--- src/rtl/pid_param.sv ---
// Parametrised steering PID: saturated error -> P/I/D terms -> clamped sum -> differential
// left/right speeds around the forward command, through a registered 2-stage pipeline.
module pid_param #(
    parameter int ERR_W     = 12,
    parameter int SAT_W     = 10,
    parameter int I_W       = 15,
    parameter int I_SHIFT   = 6,
    parameter int D_DLY     = 2,
    parameter int D_SAT_W   = 7,
    parameter int G_W       = 4,
    parameter int PID_W     = 14,
    parameter int PID_SHIFT = 3,
    parameter int FRWRD_W   = 10,
    parameter int SPD_W     = 11
) (
    input  logic               clk,
    input  logic               rst,
    input  logic               moving,
    input  logic               err_vld,
    input  logic [ERR_W-1:0]   error,
    input  logic [FRWRD_W-1:0] frwrd,
    input  logic [G_W-1:0]     kp,
    input  logic [G_W-1:0]     kd,
    input  logic               i_en,
    output logic [SPD_W-1:0]   lft_spd,
    output logic [SPD_W-1:0]   rght_spd,
    output logic               spd_vld,
    output logic               i_sat
);

    localparam int P_W    = SAT_W + G_W;
    localparam int IS_W   = I_W + 1;
    localparam int DIFF_W = SAT_W + 1;
    localparam int D_W    = D_SAT_W + G_W;
    localparam int SUM_W  = PID_W + 2;
    localparam int MIX_W  = SPD_W + 1;

    localparam logic signed [ERR_W-1:0]  ERR_MAX = {{(ERR_W-SAT_W+1){1'b0}}, {(SAT_W-1){1'b1}}};
    localparam logic signed [ERR_W-1:0]  ERR_MIN = {{(ERR_W-SAT_W+1){1'b1}}, {(SAT_W-1){1'b0}}};
    localparam logic signed [IS_W-1:0]   I_MAX   = {2'b00, {(I_W-1){1'b1}}};
    localparam logic signed [IS_W-1:0]   I_MIN   = {2'b11, {(I_W-1){1'b0}}};
    localparam logic signed [DIFF_W-1:0] D_MAX   = {{(DIFF_W-D_SAT_W+1){1'b0}}, {(D_SAT_W-1){1'b1}}};
    localparam logic signed [DIFF_W-1:0] D_MIN   = {{(DIFF_W-D_SAT_W+1){1'b1}}, {(D_SAT_W-1){1'b0}}};
    localparam logic signed [SUM_W-1:0]  PID_MAX = {{(SUM_W-PID_W+1){1'b0}}, {(PID_W-1){1'b1}}};
    localparam logic signed [SUM_W-1:0]  PID_MIN = {{(SUM_W-PID_W+1){1'b1}}, {(PID_W-1){1'b0}}};
    localparam logic signed [MIX_W-1:0]  SPD_MAX = {{(MIX_W-SPD_W+1){1'b0}}, {(SPD_W-1){1'b1}}};
    localparam logic signed [MIX_W-1:0]  SPD_MIN = {{(MIX_W-SPD_W+1){1'b1}}, {(SPD_W-1){1'b0}}};

    function automatic logic signed [SPD_W-1:0] sat_spd(input logic signed [MIX_W-1:0] v);
        logic signed [SPD_W-1:0] r;
        if (v > SPD_MAX) begin
            r = SPD_MAX[SPD_W-1:0];
        end else if (v < SPD_MIN) begin
            r = SPD_MIN[SPD_W-1:0];
        end else begin
            r = v[SPD_W-1:0];
        end
        return r;
    endfunction

    logic signed [SAT_W-1:0]   err_sat_s;
    logic signed [P_W-1:0]     p_s, p_r;
    logic signed [IS_W-1:0]    i_sum_s;
    logic signed [I_W-1:0]     i_next_s, integ_r;
    logic                      i_sat_r;
    logic signed [SAT_W-1:0]   hist_r [D_DLY];
    logic signed [DIFF_W-1:0]  d_diff_s;
    logic signed [D_SAT_W-1:0] d_sat_s;
    logic signed [D_W-1:0]     d_s, d_r;
    logic                      s1_vld_r;
    logic signed [SUM_W-1:0]   i_ext_s, sum_s;
    logic signed [PID_W-1:0]   sum_sat_s;
    logic signed [MIX_W-1:0]   adj_s, frwrd_ext_s;
    logic signed [SPD_W-1:0]   lft_r, rght_r;
    logic                      spd_vld_r;

    // Stage-1 arithmetic: error clamp, P product, clamped integrator step, D difference
    always_comb begin
        if ($signed(error) > ERR_MAX) begin
            err_sat_s = ERR_MAX[SAT_W-1:0];
        end else if ($signed(error) < ERR_MIN) begin
            err_sat_s = ERR_MIN[SAT_W-1:0];
        end else begin
            err_sat_s = error[SAT_W-1:0];
        end

        p_s = P_W'(err_sat_s) * P_W'($signed({1'b0, kp}));

        i_sum_s = IS_W'(integ_r) + IS_W'(err_sat_s);
        if (i_sum_s > I_MAX) begin
            i_next_s = I_MAX[I_W-1:0];
        end else if (i_sum_s < I_MIN) begin
            i_next_s = I_MIN[I_W-1:0];
        end else begin
            i_next_s = i_sum_s[I_W-1:0];
        end

        d_diff_s = DIFF_W'(err_sat_s) - DIFF_W'(hist_r[D_DLY-1]);
        if (d_diff_s > D_MAX) begin
            d_sat_s = D_MAX[D_SAT_W-1:0];
        end else if (d_diff_s < D_MIN) begin
            d_sat_s = D_MIN[D_SAT_W-1:0];
        end else begin
            d_sat_s = d_diff_s[D_SAT_W-1:0];
        end

        d_s = D_W'(d_sat_s) * D_W'($signed({1'b0, kd}));
    end

    // Stage-2 arithmetic: clamped PID sum, shift, speed mix; i_en is read live here
    always_comb begin
        if (i_en) begin
            i_ext_s = SUM_W'(integ_r >>> I_SHIFT);
        end else begin
            i_ext_s = {SUM_W{1'b0}};
        end

        sum_s = SUM_W'(p_r) + i_ext_s + SUM_W'(d_r);
        if (sum_s > PID_MAX) begin
            sum_sat_s = PID_MAX[PID_W-1:0];
        end else if (sum_s < PID_MIN) begin
            sum_sat_s = PID_MIN[PID_W-1:0];
        end else begin
            sum_sat_s = sum_s[PID_W-1:0];
        end

        adj_s       = MIX_W'(sum_sat_s >>> PID_SHIFT);
        frwrd_ext_s = MIX_W'(frwrd);
    end

    // Stage-1 registers: terms, integrator, history; moving low flushes the pipeline
    always_ff @(posedge clk or posedge rst) begin
        if (rst) begin
            p_r      <= {P_W{1'b0}};
            d_r      <= {D_W{1'b0}};
            integ_r  <= {I_W{1'b0}};
            i_sat_r  <= 1'b0;
            s1_vld_r <= 1'b0;
            for (int i = 0; i < D_DLY; i++) hist_r[i] <= {SAT_W{1'b0}};
        end else if (!moving) begin
            p_r      <= {P_W{1'b0}};
            d_r      <= {D_W{1'b0}};
            integ_r  <= {I_W{1'b0}};
            i_sat_r  <= 1'b0;
            s1_vld_r <= 1'b0;
            for (int i = 0; i < D_DLY; i++) hist_r[i] <= {SAT_W{1'b0}};
        end else begin
            s1_vld_r <= err_vld;
            if (err_vld) begin
                p_r       <= p_s;
                d_r       <= d_s;
                hist_r[0] <= err_sat_s;
                for (int i = 1; i < D_DLY; i++) hist_r[i] <= hist_r[i-1];
                if (i_en) begin
                    integ_r <= i_next_s;
                    i_sat_r <= (i_next_s == I_MAX[I_W-1:0]) || (i_next_s == I_MIN[I_W-1:0]);
                end else begin
                    integ_r <= integ_r;
                    i_sat_r <= i_sat_r;
                end
            end else begin
                p_r <= p_r;
                d_r <= d_r;
            end
        end
    end

    // Stage-2 registers: speed outputs hold between updates, strobe for one cycle
    always_ff @(posedge clk or posedge rst) begin
        if (rst) begin
            lft_r     <= {SPD_W{1'b0}};
            rght_r    <= {SPD_W{1'b0}};
            spd_vld_r <= 1'b0;
        end else if (!moving) begin
            lft_r     <= {SPD_W{1'b0}};
            rght_r    <= {SPD_W{1'b0}};
            spd_vld_r <= 1'b0;
        end else begin
            spd_vld_r <= s1_vld_r;
            if (s1_vld_r) begin
                lft_r  <= sat_spd(frwrd_ext_s + adj_s);
                rght_r <= sat_spd(frwrd_ext_s - adj_s);
            end else begin
                lft_r  <= lft_r;
                rght_r <= rght_r;
            end
        end
    end

    assign lft_spd  = lft_r;
    assign rght_spd = rght_r;
    assign spd_vld  = spd_vld_r;
    assign i_sat    = i_sat_r;

endmodule

--- config.mk ---
export PLATFORM = sky130hd
export DESIGN_NAME = pid_param
export DESIGN_NICKNAME = d
export VERILOG_FILES = /design/src/rtl/pid_param.sv
export SDC_FILE = /design/constraint.sdc
export NUM_CORES = 1
export LEC_CHECK = 0
export CAP_MARGIN = 40
export CORE_MARGIN = 2
export CORE_UTILIZATION = 40
export DETAILED_ROUTE_END_ITERATION = 8
export GPL_TIMING_DRIVEN = 0
export HOLD_SLACK_MARGIN = 0.02
export PLACE_DENSITY_LB_ADDON = 0.2
export SETUP_SLACK_MARGIN = 0.3
export SYNTH_ARGS = -nofsm -noshare
export SYNTH_HDL_FRONTEND = slang
export SYNTH_SLANG_ARGS = --single-unit
--- constraint.sdc ---
create_clock -name clk -period 11.48 [get_ports clk]
set_input_delay 2.296 -clock clk [delete_from_list [all_inputs] [get_ports clk]]
set_output_delay 2.296 -clock clk [all_outputs]
set_load 0.02 [all_outputs]
* Word-level counts from Yosys, hierarchy flattened
Cells that the tools add are included.
** Word-level totals
- Flip-flop bits (word level) :: 85
- Input bits :: 35
** Operators by class
- Add/subtract/negate cells :: 6
- $mul :: 2
- Order comparisons :: 12
- Equality and inequality tests :: 5
- Muxes and demuxes :: 31
- Reduce and logical (&&, ||, !) cells :: 2
** Operator list (number)
- $mux W11 :: 10
- $mux W15 :: 5
- $mux W14 :: 4
- $mux W20 :: 2
- $gt A12 B11 Y1 const B :: 2
- $lt A12 B11 Y1 const B :: 2
- $mux W10 :: 2
- $add A14 B16 Y16 :: 1
- $add A15 B10 Y16 :: 1
- $add A16 B11 Y16 :: 1
- $gt A16 B14 Y1 const B :: 1
- $gt A16 B15 Y1 const B :: 1
- $lt A16 B14 Y1 const B :: 1
- $lt A16 B15 Y1 const B :: 1
- $mux W16 :: 1
- $eq A15 B14 Y1 const B :: 1
- $eq A15 B15 Y1 const B :: 1
- $mul A10 B5 Y14 :: 1
- $mux W7 :: 2
- $add A11 B11 Y12 :: 1
- $gt A12 B10 Y1 const B :: 1
- $lt A12 B10 Y1 const B :: 1
- $sub A11 B11 Y12 :: 1
- $gt A11 B7 Y1 const B :: 1
- 7 further kinds :: 13

* Depth between registers and ports, before layout
- Word-level depth :: 12
- Gate-level depth with buffers :: 29
- Gate-level depth less buffers :: 28

* Worst setup path before layout
OpenSTA, ideal clock, no wires.
- Kind :: input to register
- From :: input error[11]
- To :: register d_r[10]
- Library setup time :: 0.126 ns
- Data arrival time :: 8.415 ns
- Required time :: 11.354 ns
- Slack :: 2.939 ns
- Stages on the path :: 27
- Cells stage by stage :: clkbuf_1 -> nor2_1 -> nor2_1 -> nor2_1 -> inv_1 -> ha_1 -> fa_1 -> nand2b_1 -> a21oi_1 -> nor3_1 -> o21ai_1 -> xnor2_1 -> a211oi_1 -> nor2_1 -> a211oi_1 -> ha_1 -> inv_1 -> fa_1 -> fa_1 -> inv_1 -> ha_1 -> a21o_1 -> a21oi_1 -> o21ai_0 -> o41ai_1 -> xnor3_1 -> a221o_1
** On the way
- Cells in the longest elaborated chain, start to end :: 10
** Ends and longest elaborated chain
- start, declared :: RTL line 20 : input logic [ERR_W-1:0] error,
- $lt A12 B10 Y1 :: RTL line 81 : end else if ($signed(error) < ERR_MIN) begin
- $mux W10 :: RTL line 81
- $mux W10 * :: RTL line 79 : if ($signed(error) > ERR_MAX) begin
- $sub A10 B10 Y11 * :: RTL line 98 : d_diff_s = DIFF_W'(err_sat_s) - DIFF_W'(hist_r[D_DLY-1]);
- $lt A11 B7 Y1 :: RTL line 101 : end else if (d_diff_s < D_MIN) begin
- $mux W7 :: RTL line 101
- $mux W7 * :: RTL line 99 : if (d_diff_s > D_MAX) begin
- $mul A7 B5 Y11 * :: RTL line 107 : d_s = D_W'(d_sat_s) * D_W'($signed({1'b0, kd}));
- $mux W11 * :: RTL line 149 : if (err_vld) begin
- $mux W11 * :: RTL line 140 : end else if (!moving) begin
- end signal, assigned :: RTL line 142 : d_r <= {D_W{1'b0}};
- end signal, assigned :: RTL line 151 : d_r <= d_s;
- end signal, assigned :: RTL line 163 : d_r <= d_r;
- end, declared :: RTL line 69 : logic signed [D_W-1:0] d_s, d_r;
Every way passes the cells marked *; elsewhere a longest branch is shown, timed or not. The select of a mux whose other input is x is not followed.
A chain may end at the register's enable or synchronous reset.

* Worst setup path in the final report
- From :: input error[9]
- To :: register d_r[10]
Same word-level chain as after synthesis.

==> results <==
- Counting buffers and inverters, the worst setup path is 27 cells deep.
- Yosys mapped the design onto between 70 and 80 distinct sky130hd cell types.
- The area added between synthesis and finish is 13.4%.
- The sort of element at the start of the critical path is an input port.
- After clock tree synthesis, the repair step resized 0 gates.
- The class of the tightest hold or removal check is flip-flop to flip-flop.
- The routed wire length is 23.5 mm.
- Using the TritonRoute via totals, the vias-per-cell ratio works out to 5.21.
- The most common cell after layout, fill and taps aside is sky130_fd_sc_hd__inv_1.
- Counting flops with a built-in enable in the synthesized netlist gives 0.
- The vertical die dimension is ~160 um.
- Global routing consumed, over all layers together, 18.9% of the routing resources.
- The share of synthesized area occupied by flip-flops and latches is a little over a fifth.
- The worst path in the final design needs a cycle of 9670 ps, including I/O delays and setup.
- The area share of the largest cell type after synthesis is between 20% and 30%.
- The total nets after synthesis is 1301.
- The final routed DRC violation total is 0.
- The maximum vdd drop is 0.000115 V.
- The gate count of the mapped netlist is ~1100.
- Yosys attributes the largest share of cell area to sky130_fd_sc_hd__dfrtp_1 (22%), sky130_fd_sc_hd__ha_1 (13%), sky130_fd_sc_hd__fa_1 (11%), sky130_fd_sc_hd__inv_1 (4.7%), sky130_fd_sc_hd__mux2i_1 (3.9%).
- After global routing the overflow that remains totals 0.
- The net count of the finished layout is 1369.
- Measured against its own limit, the worst slew margin works out to 46.8%.
- The max-capacitance violation count is 0.
- At the worst endpoint, the required time is 11710 ps.
- The type of destination of the critical path is a flip-flop.
- The critical path contains buffers and inverters numbering 4 combined.
- Counting cells, the worst reg-to-reg path comes to 23.
- The number of global-route vias before repair is roughly 7700.
- The total negative setup slack is 0 ps.
- After layout, the worst path uses between 80% and 90% of the clock period.
- The most frequently used flop master after synthesis is sky130_fd_sc_hd__dfrtp_1.
- The number of buffers created by CTS is 9.
- TritonCTS built the clock tree.
- Counting along the longest clock path gives a buffer depth of 2.
- The horizontal extent of the die is 160 um.
- Among all stages on the critical path, the largest delay is contributed by sky130_fd_sc_hd__nor2_1.
- The area of all placed cells without fillers is around 11000 um^2.
- The cell repeated most along the worst path is sky130_fd_sc_hd__nor2_1.
- The final core utilization is a little under half.
- Pin placement for this block handled 59 I/O pins.
- In this run the static leakage power is 5.33 nW.
- Setup repair after global routing left no endpoint under its margin.
- The largest clock skew in the final design is 12.2 ps.
- The total of hold buffers inserted after clock tree synthesis is 0.
- Of the cells placed in the final design, the portion with a size suffix greater than 1 is under 10%.
- The count of antenna diodes in the layout is 0.
- The synthesis warning total is 0.
- Of all cell types, the one taking the most synthesized area is sky130_fd_sc_hd__dfrtp_1.
- Once the floorplan was initialized, standard cells occupied 40.4% of the core.
- The synthesized cell area is approximately 9700 um^2.
- The final route contains 7851 vias.
- Of all flip-flops after synthesis, the portion carrying an async set or reset was 100%.
- The number of antenna-violating nets in the routed design is 0.
- After the first detailed-routing iteration, the DRC count stood at ~360.
- The first global-routing pass estimated 39.5 mm of wire.
- The worst-margin pin slew is 797 ps.
- In this run the post-CTS setup repair buffer count came out at 0.
- The clock transition at the register clock pins on the worst setup and hold paths after CTS is around 70 ps.
- In this design, the largest share of critical-path delay is due to compound AO/OA/AOI/OAI gates.
- After floorplanning, the core was divided into 57 placement rows.
- Setup violations remaining at the end of the flow were counted as 0.
- Port buffering added between 50 and 60 buffers.
- The initial antenna violation count is 0.
- For this run, the detailed router's first-pass iteration total came to 4.
- The average size of a mapped cell is roughly 9 um^2.
- The routed wire length per instance is 15.6 um.
- The register-to-register setup slack is slightly below 5000 ps.
- The HPWL after detailed placement is approximately 19 mm.
- The number of hold violations in the final report is 0.
- In this run the cell area measured after placement is 10700 um^2.
- Counting flops and latches in the post-synthesis netlist gives 85.
- The power density normalized to cell area is ~230 nW/um^2.
- The highest fanout seen on the critical path is 9.
- The origin of the worst setup path is error[9].
- For the worst setup path, the data arrival time is 9900 ps.
- The largest stage delay on the critical path is 580 ps.
- The clock tree root driver cell is sky130_fd_sc_hd__clkbuf_16.
- The clock net in this run drives a total of 85 sinks.
- The critical path class is input port to flip-flop.
- The placeable core region is 24100 um^2.
- The CTS H-tree depth is 3.
- The weighted congestion reported at the end of routability-driven placement is 0.858.
- The later pin in the worst-skew pair is clocked with a latency of 350 ps.
- The launch instance of the worst register-to-register path is integ_r[7].
- The capturing element of the worst setup path is d_r[10].
- The endpoint identified for the worst register-to-register timing path is lft_spd[7].
- In the layout the commonest cells are sky130_fd_sc_hd__inv_1 (122), sky130_fd_sc_hd__ha_1 (103), sky130_fd_sc_hd__dfrtp_1 (85).
- The final max-slew violation count came to 0.
- The pin count of the biggest net entering global routing is between 60 and 70.
- The flow ran to the end, and the final reports show no timing, DRC or antenna violations.
- For this run, the top clock speed supported by timing is 103 MHz.
- The full die area is between 20000 and 30000 um^2.
==> cells in the mapped netlist (all sizes together), types with 17 or more instances <==
| cell | instances |
|---|---|
| inv | 123 |
| ha | 103 |
| dfrtp | 85 |
| nor2 | 72 |
| o21ai | 65 |
| a21oi | 60 |
| nand2 | 59 |
| fa | 53 |
| nor2b | 50 |
| and2 | 45 |
| xnor2 | 40 |
| mux2i | 38 |
| clkbuf | 28 |
| nor3 | 26 |
| a21o | 23 |
| nand3 | 17 |
==> cell type report <==
type / instances / area, um^2
fillers: 2410 / 13100
plain buffers: 41 / 165
clock inverters: 7 / 81.3
flip-flops and latches: 85 / 2130
multi-input cells: 861 / 6980
well taps: 324 / 405
repair buffers: 57 / 588
inverters: 123 / 464
clock buffers: 9 / 225
==> flip-flops by register name, summed over array words and instances (netlist names) <==
register,flops
d_r,11
hist_r,20
i_sat,1
integ_r,15
lft_spd,11
p_r,14
rght_spd,11
s1_vld_r,1
spd_vld,1
==> how the worst min path moves through the flow <==
stage	end	start	cells after the start
2_1_floorplan	integ_r[14]	integ_r[14]	2
3_3_place_gp	lft_spd[5]	lft_spd[5]	2
3_5_place_dp	lft_spd[5]	lft_spd[5]	2
4_1_cts	lft_spd[5]	lft_spd[5]	2
5_1_grt	rght_spd[0]	rght_spd[0]	1
6_report	lft_spd[6]	lft_spd[6]	2
==> report_power, final <==
part | internal, mW | switching (mW) | total (mW)
sequential | 0.353 | 0.0428 | 0.396
clock | 0.173 | 0.134 | 0.306
combinational | 0.771 | 1.07 | 1.84
total | 1.30 | 1.25 | 2.55
==> metal layers <==
metal	track usage [%]	wire [um]	part of all wire (%)	vias up
met2	31.9	10800	46	97
met3	2.08	553	2.4	24
met4	4.79	368	1.6	0
li1	-	-	-	4003
met5	0	0	0	-
met1	26.1	11800	50	3727
==> worst register-to-register path, delay by kind of cell, from the launching register on <==
family          cells  cell delay [ps]
xor+xnor            1              180
flops               1              410
compound gates     13             3290
fa+ha+maj           4             1440
simple gates        3              580
buf+inv             2              520
==> cell families after synthesis <==
kind of cell / share of synthesized area (%)
adders and majority gates: 25.1
buffers and inverters: 6.44
DFF: 21.9
xor gates and xnor gates: 5.18
and+or+nand+nor: 16.5
AOI/OAI and AO/OA: 20.9
muxes: 4.02
==> metrics by stage <==
| stage | setup slack (ps) | power (mW) | instances | hold slack, ps |
|---|---|---|---|---|
| after global placement | 1450 | 2.23 | 1490 | 469 |
| after CTS | 1760 | 2.56 | 1507 | 491 |
| after floorplan | 2940 | 1.80 | 1110 | 470 |
| after detailed placement | 1420 | 2.23 | 1491 | 475 |
| after global routing | 1180 | 2.80 | 1507 | 506 |
| final | 1810 | 2.55 | 1507 | 486 |
No activity file was read; power rests on OpenSTA's default activity.
